**config.mk**
```make
export PLATFORM = sky130hd
export DESIGN_NAME = switch_link_tx
export DESIGN_NICKNAME = d
export VERILOG_FILES = /design/src/rtl/chiplet_types_pkg.sv /design/src/rtl/link_credit_fwd.sv /design/src/rtl/switch_link_tx.sv
export SDC_FILE = /design/constraint.sdc
export NUM_CORES = 1
export LEC_CHECK = 0
export ABC_AREA = 0
export CORE_ASPECT_RATIO = 1.1
export CORE_UTILIZATION = 30
export DETAILED_ROUTE_END_ITERATION = 10
export HOLD_SLACK_MARGIN = 0.06
export PLACE_DENSITY = 0.49
export SLEW_MARGIN = 10
export SYNTH_ARGS = -nofsm -noshare
export SYNTH_HDL_FRONTEND = slang
export SYNTH_HIERARCHICAL = 1
export SYNTH_SLANG_ARGS = --single-unit
```
**constraint.sdc**
```tcl
create_clock -name clk -period 3.88 [get_ports clk]
set_clock_uncertainty 0.2 [all_clocks]
set_input_delay 0.582 -clock clk [delete_from_list [all_inputs] [get_ports clk]]
set_output_delay 0.582 -clock clk [all_outputs]
set_load 0.03 [all_outputs]
```
**src/rtl/chiplet_types_pkg.sv**
```systemverilog
// Shared chiplet types: flit container, egress link TX state encoding and a
// small width helper used wherever a counter or index needs at least one bit.
package chiplet_types_pkg;

  typedef logic [63:0] flit_t;

  typedef enum logic [1:0] {TX_IDLE, TX_SEND, TX_DONE} link_tx_state_t;

  function automatic int clog2_min1(input int n);
    return (n > 1) ? $clog2(n) : 1;
  endfunction

endpackage

```
**src/rtl/link_credit_fwd.sv**
```systemverilog
// Registered credit-return decoder: a returned credit on a VC becomes a
// one-cycle one-hot pulse on the matching bit the following cycle.
module link_credit_fwd
  import chiplet_types_pkg::*;
#(
  parameter int NUM_VCS = 2,
  localparam int VC_W = clog2_min1(NUM_VCS)
) (
  input  logic               clk,
  input  logic               n_rst,
  input  logic               ret_valid_i,
  input  logic [VC_W-1:0]    ret_vc_i,
  output logic [NUM_VCS-1:0] granted_o
);

  logic [NUM_VCS-1:0] granted_q, granted_d;

  // Codes without a matching VC leave every bit clear, so out-of-range credits vanish.
  always_comb begin
    granted_d = '0;
    for (int v = 0; v < NUM_VCS; v++) begin
      if (ret_valid_i && (ret_vc_i == VC_W'(v))) begin
        granted_d[v] = 1'b1;
      end
    end
  end

  always_ff @(posedge clk or negedge n_rst) begin
    if (!n_rst) begin
      granted_q <= '0;
    end else begin
      granted_q <= granted_d;
    end
  end

  assign granted_o = granted_q;

endmodule

```
**src/rtl/switch_link_tx.sv**
```systemverilog
// Egress link transmitter: takes one flit from the switch crossbar, sends it
// LSB-first as LINK_WIDTH beats on a valid/ready link, and forwards credits.
//
//   state   | meaning
//   TX_IDLE | waiting for data_ready_in; flit captured on the cycle it is seen
//   TX_SEND | presenting beat beat_q; advances on link_ready
//   TX_DONE | packet_sent pulse, flits_sent bump; data_ready_in ignored
module switch_link_tx
  import chiplet_types_pkg::*;
#(
  parameter int FLIT_WIDTH = $bits(flit_t),
  parameter int LINK_WIDTH = 16,
  parameter int NUM_VCS    = 2,
  localparam int VC_W = clog2_min1(NUM_VCS)
) (
  input  logic                  clk,
  input  logic                  n_rst,
  input  logic                  data_ready_in,
  input  logic [FLIT_WIDTH-1:0] flit_in,
  output logic                  packet_sent,
  output logic [LINK_WIDTH-1:0] link_data,
  output logic                  link_valid,
  input  logic                  link_ready,
  input  logic                  credit_return_valid,
  input  logic [VC_W-1:0]       credit_return_vc,
  output logic [NUM_VCS-1:0]    credit_granted,
  output logic [15:0]           flits_sent
);

  localparam int NUM_BEATS = (FLIT_WIDTH + LINK_WIDTH - 1) / LINK_WIDTH;
  localparam int BEAT_W    = clog2_min1(NUM_BEATS);
  localparam int PAD_W     = NUM_BEATS * LINK_WIDTH;
  localparam logic [BEAT_W-1:0] LAST_BEAT = BEAT_W'(NUM_BEATS - 1);

  link_tx_state_t                       state_q, state_d;
  logic [NUM_BEATS-1:0][LINK_WIDTH-1:0] hold_q, hold_d;
  logic [BEAT_W-1:0]                    beat_q, beat_d;
  logic [15:0]                          flits_q, flits_d;

  always_ff @(posedge clk or negedge n_rst) begin
    if (!n_rst) begin
      state_q <= TX_IDLE;
      hold_q  <= '0;
      beat_q  <= '0;
      flits_q <= '0;
    end else begin
      state_q <= state_d;
      hold_q  <= hold_d;
      beat_q  <= beat_d;
      flits_q <= flits_d;
    end
  end

  always_comb begin
    state_d = state_q;
    hold_d  = hold_q;
    beat_d  = beat_q;
    flits_d = flits_q;
    case (state_q)
      TX_IDLE: begin
        if (data_ready_in) begin
          // Zero-extension here is what pads the upper bits of the final beat.
          hold_d  = PAD_W'(flit_in);
          beat_d  = '0;
          state_d = TX_SEND;
        end
      end
      TX_SEND: begin
        if (link_ready) begin
          if (beat_q == LAST_BEAT) begin
            state_d = TX_DONE;
          end else begin
            beat_d = beat_q + BEAT_W'(1);
          end
        end
      end
      TX_DONE: begin
        flits_d = flits_q + 16'd1;
        state_d = TX_IDLE;
      end
      default: state_d = TX_IDLE;
    endcase
  end

  // Outputs depend only on registers, never on link_ready.
  assign link_valid  = (state_q == TX_SEND);
  assign link_data   = link_valid ? hold_q[beat_q] : '0;
  assign packet_sent = (state_q == TX_DONE);
  assign flits_sent  = flits_q;

  link_credit_fwd #(
    .NUM_VCS(NUM_VCS)
  ) u_credit_fwd (
    .clk        (clk),
    .n_rst      (n_rst),
    .ret_valid_i(credit_return_valid),
    .ret_vc_i   (credit_return_vc),
    .granted_o  (credit_granted)
  );

endmodule

```
======== Word level (Yosys, flattened, before mapping) ========
Index checks and enable logic that the tools add are counted.
word-level totals
  input port bits ......................... 70
  logic and storage cells ................. 39
  register bits after elaboration ......... 86
operators by class
  reductions and logical operators ........ 7
  add/sub/neg operators ................... 2
  magnitude comparators ................... 1
  bitwise gates (word level) .............. 1
  equality and inequality tests ........... 7
  multiplexer cells ....................... 13
operator list
  kind                   number
  $bmux 16 s2            1
  $mux 16                2
  $add 16x1->16 const B  1
  $mux 2                 6
  $pmux 2 s2             2
  $eq 2x2->1 const B     2
  $ne 2x1->1 const B     2
  $ne 2x2->1 const B     2
  $reduce_and 4->1       1
  $lt 2x3->1 const B     1
  $reduce_and 3->1       1
  $add 2x1->2 const B    1
  $eq 2x1->1 const B     1
  $logic_and 1x1->1      2
  $logic_not 2->1        1
  $mux 1                 2
  $reduce_and 2->1       1
  $reduce_bool 2->1      1
  $not 1->1              1

======== Longest topological paths before layout ========
  depth after elaboration ................. 4
  gate-level depth with buffers ........... 5
  depth with buffers taken out ............ 5

======== Hierarchy ========
Netlist, hierarchy kept.
by module, submodules not included
  module           instances  seq. area each (µm²)  cells an instance  area each (µm²)
  switch_link_tx   1          2102.0                248                4140.2
  link_credit_fwd  1          50.0                  4                  66.3

======== Worst setup path before layout ========
Ideal clock, no wire load.
  kind .................................... register to output
  start ................................... reg beat_q[0]
  end ..................................... out link_data[10]
  stages on the path, launching flop included .. 5
  arrival ................................. 1.439 ns
  path buffers ............................ 2
  setup slack ............................. 1.659 ns
  data required time ...................... 3.098 ns
  cells stage by stage .................... dfrtp_1 -> buf_6 -> buf_12 -> mux4_2 -> nor2b_1
on the way
  word-level cells in the longest chain between the ends .. 3
ends and longest elaborated chain
  element                        line                  RTL
  from (decl)                    switch_link_tx.sv:37  logic [BEAT_W-1:0] beat_q, beat_d;
  from (signal assigned)         switch_link_tx.sv:49  beat_q <= beat_d;
  $bmux 16 s2                    switch_link_tx.sv:87  assign link_data = link_valid ? hold_q[beat_q] : '0;
  $mux 16 (not written as such)  switch_link_tx.sv:87
  $mux 16                        switch_link_tx.sv:87
  to (decl)                      switch_link_tx.sv:21  output logic [LINK_WIDTH-1:0] link_data,
No other way between the ends. The select of a mux whose other input is x is not followed.

======== Worst setup path after layout ========
  start ................................... reg state_q[1]
  end ..................................... out link_data[14]
on the way
  word-level cells in the longest chain between the ends .. 2
ends and longest elaborated chain
  element                 line                  RTL
  from (decl)             switch_link_tx.sv:35  link_tx_state_t state_q, state_d;
  from (signal assigned)  switch_link_tx.sv:47  state_q <= state_d;
  $eq 2x1->1              switch_link_tx.sv:86  assign link_valid = (state_q == TX_SEND);
  $mux 16                 switch_link_tx.sv:87
No other way between the ends.

==> results.py <==
metrics = {
    "run_status": {
        "status": "finished clean",
    },
    "sta": {
        "post-route-period-util_pct": 86.8,
        "rsz0062_at_grt": "false",
        "max_freq_ghz": 0.297,
        "hold_viol_final": 0,
        "min_period_ps": 3370,
        "setup-violations-final": 0,
        "slew-limit-headroom_pct": 36.7,
        "worst_slew_pin_slew_ps": 950,
        "fin_setup_tns_ps": 0,
        "slew_violations": 0,
    },
    "finish": {
        "layout_commonest_cell": "clkdlybuf4s50_1",
        "syn_to_final_growth_pct": 34.9,
        "drive_gt1_share_pct": 30.7,
        "seq_area_sq_um": 2150,
        "most-common-layout-cells": "clkdlybuf4s50_1, dfrtp_1, mux2_4",
        "n_antenna_cell": 0,
        "multi_input_area_sq_um": 1860,
        "fillers": 1321,
        "nets": 435,
        "finish.instance_area_sq_um": 5670,
    },
    "drt": {
        "post-route-drc-count": 0,
        "ant_nets": 0,
        "first_pass_iters": 4,
        "wirelength_um": 9000,
        "wire_per_inst_um": 16.2,
        "first_iter_violations": 78,
        "vias_per_cell": 4.37,
        "vias": 2432,
    },
    "power": {
        "switching_power_w": 0.00143,
        "seq_power_share_pct": 33.9,
        "p_clk_share_pct": 20.1,
        "combPwrFrac_pct": 45.9,
        "cell_internal_pwr_w": 0.00301,
        "vdd_drop_max_mv": 0.513,
        "p_leak_nw": 2.40,
        "p_per_area_nw_per_um2": 782,
        "power.share.switching_pct": 32.2,
    },
    "die": {
        "rows": 45,
        "core_area_sq_um": 13700,
        "die_y_um": 126,
        "die_w_um": 115,
        "ios": 106,
        "initial_utilization_pct": 30.6,
        "die-area_sq_um": 14500,
    },
    "run": {
        "cap_violations": 0,
    },
    "synth": {
        "synth.net_count": 324,
        "ys_ff_latch": 86,
        "postSynthCellCount": 252,
        "synth_ff_type": "dfrtp_1",
        "postSynth.asyncResetShare_pct": 100,
        "syn_avg_cell_area_sq_um": 16.7,
        "yosysWarnings": 6,
        "ys_seq_area_share_pct": 51.2,
        "synth_edf_count": 0,
        "synth_cell_types": 30,
        "synthesis.area_sq_um": 4210,
    },
    "min_path": {
        "hold_depth": 1,
        "worstHoldEndpoint": "flits_sent[15]$_DFFE_PN0P_",
        "hold_path.class": "reg -> reg",
        "min_from": "flits_sent[15]$_DFFE_PN0P_",
    },
    "global_routing": {
        "first_global_vias": 2691,
        "grt_overflow": 0,
        "grt_pass1_wl_um": 14600,
        "grt_max_degree": 37,
        "grt_antenna_before_repair": 0,
        "grt_usage_pct": 13.6,
    },
    "critical_path": {
        "crit_start": "state_q[1]$_DFFE_PN0P_",
        "regToRegEndpoint": "hold_q[24]$_DFFE_PN0P_",
        "crit_chain": "nand2b_1 -> nor2b_1 -> clkdlybuf4s50_1",
        "slowest_stage": "clkdlybuf4s50_1",
        "start_kind": "register",
        "worstRegToRegCells": 3,
        "arrival_ps": 2590,
        "worstPathMaxFanout": 17,
        "reg2reg_from": "state_q[0]$_DFFE_PN0P_",
        "criticalPathCategory": "reg -> out",
        "cp.required_ps": 3100,
        "rrSetupSlack_ps": 1860,
        "critPathMaxStageDelay_ps": 720,
        "worstSetupEndpointType": "output pin",
    },
    "clock_tree": {
        "clk_latency_ps": 340,
        "post_cts_buffers": 0,
        "cts_tree": "yes",
        "numCtsBuffers": 9,
        "clk_path_buf_depth": 2,
        "cts_sinks": 86,
        "clkTransAtPathRegs_ps": 60,
        "htreeDepth": 3,
        "clock-root-buffer": "clkbuf_16",
    },
    "placed_design": {
        "place_hpwl_um": 6220,
        "place_congestion": 0.707,
        "placed_area_sq_um": 5360,
        "numPortBuffers": 105,
    },
}
==> worst max-delay path by stage <==
stage | slack (ps) | cells after the start | to
floorplan | 1660 | 4 | link_data[10]
global placement | 870 | 3 | link_data[14]
detailed placement | 870 | 3 | link_data[14]
CTS | 470 | 3 | link_data[14]
global route | 380 | 3 | link_data[14]
finish | 510 | 3 | link_data[14]
==> layout make-up <==
type	instances	share of cell area [%]
flip-flops and latches	86	37.9
multi-input cells	150	32.8
repair buffers	113	19.6
clock buffers	13	4.59
well taps	188	4.15
clock inverters	3	0.750
inverters	3	0.199
==> logic make-up after synthesis <==
| group | Yosys count | synth area share (%) |
|---|---|---|
| DFF | 86 | 51.2 |
| and+or+nand+nor | 46 | 7.82 |
| muxes | 82 | 31.6 |
| buffers and inverters | 16 | 4.76 |
| adders and majority gates | 2 | 0.595 |
| AOI/OAI and AO/OA | 5 | 0.952 |
| xor gates and xnor gates | 15 | 3.12 |
==> flip-flops by register name, indices dropped and copies added (netlist names) <==
| register | flops |
|---|---|
| beat_q | 2 |
| flits_sent | 16 |
| hold_q | 64 |
| state_q | 2 |
| u_credit_fwd/granted_o | 2 |
==> critical path, delay by kind of cell (launching register included) <==
family / cells / cell delay (ps)
buf+inv: 1 / 720
flops: 1 / 490
simple gates: 2 / 1040
==> synthesized netlist by cell type (3+ instances only) <==
master / count / area share [%]
mux2_4: 60 / 21
mux4_2: 16 / 8.6
dfrtp_1: 86 / 51
a22o_1: 3 / 0.62
buf_6: 3 / 0.80
nand2_1: 3 / 0.27
buf_2: 3 / 0.36
nor2_1: 4 / 0.36
mux2_2: 6 / 1.6
xor2_1: 4 / 0.83
inv_1: 3 / 0.27
nand4_1: 6 / 0.89
xnor2_1: 11 / 2.3
nor2b_1: 17 / 2.5
buf_12: 7 / 3.3
==> through the flow <==
step                hold WS, ps  worst slack [ps]  util (%)  total power [W]  std cells
detailed placement          265               873      39.0          0.00357        539
global route                312               382      41.3          0.00468        556
CTS                         273               469      41.3          0.00450        556
global placement            257               869      39.0          0.00355        539
finish                      262               513      41.3          0.00444        556
floorplan                  86.4              1660         -          0.00298        252
==> repair_timing <==
action,CTS,global route
hold buffers,1,0
gates resized for setup,0,0
endpoints found under the hold margin,34,0
==> metal layers <==
layer | vias up | part of all wire (%) | routed length (um) | GRT usage (%)
met2 | 84 | 46 | 4170 | 20.8
met1 | 1209 | 46 | 4100 | 17.2
met4 | 0 | 1.1 | 99 | 5.04
met3 | 9 | 6.9 | 624 | 5.25
met5 | - | 0 | 0 | 0
li1 | 1130 | - | - | -
==> power by group through the flow <==
stage          clock, W  sequential, W  combinational [W]
3_3_place_gp          0        0.00151            0.00204
4_1_cts        0.000922        0.00151            0.00207
6_report       0.000893        0.00150            0.00204
2_1_floorplan         0        0.00142            0.00155
3_5_place_dp          0        0.00152            0.00205
5_1_grt        0.000954        0.00155            0.00217
Note: power is estimated with default switching activity, not from simulation.
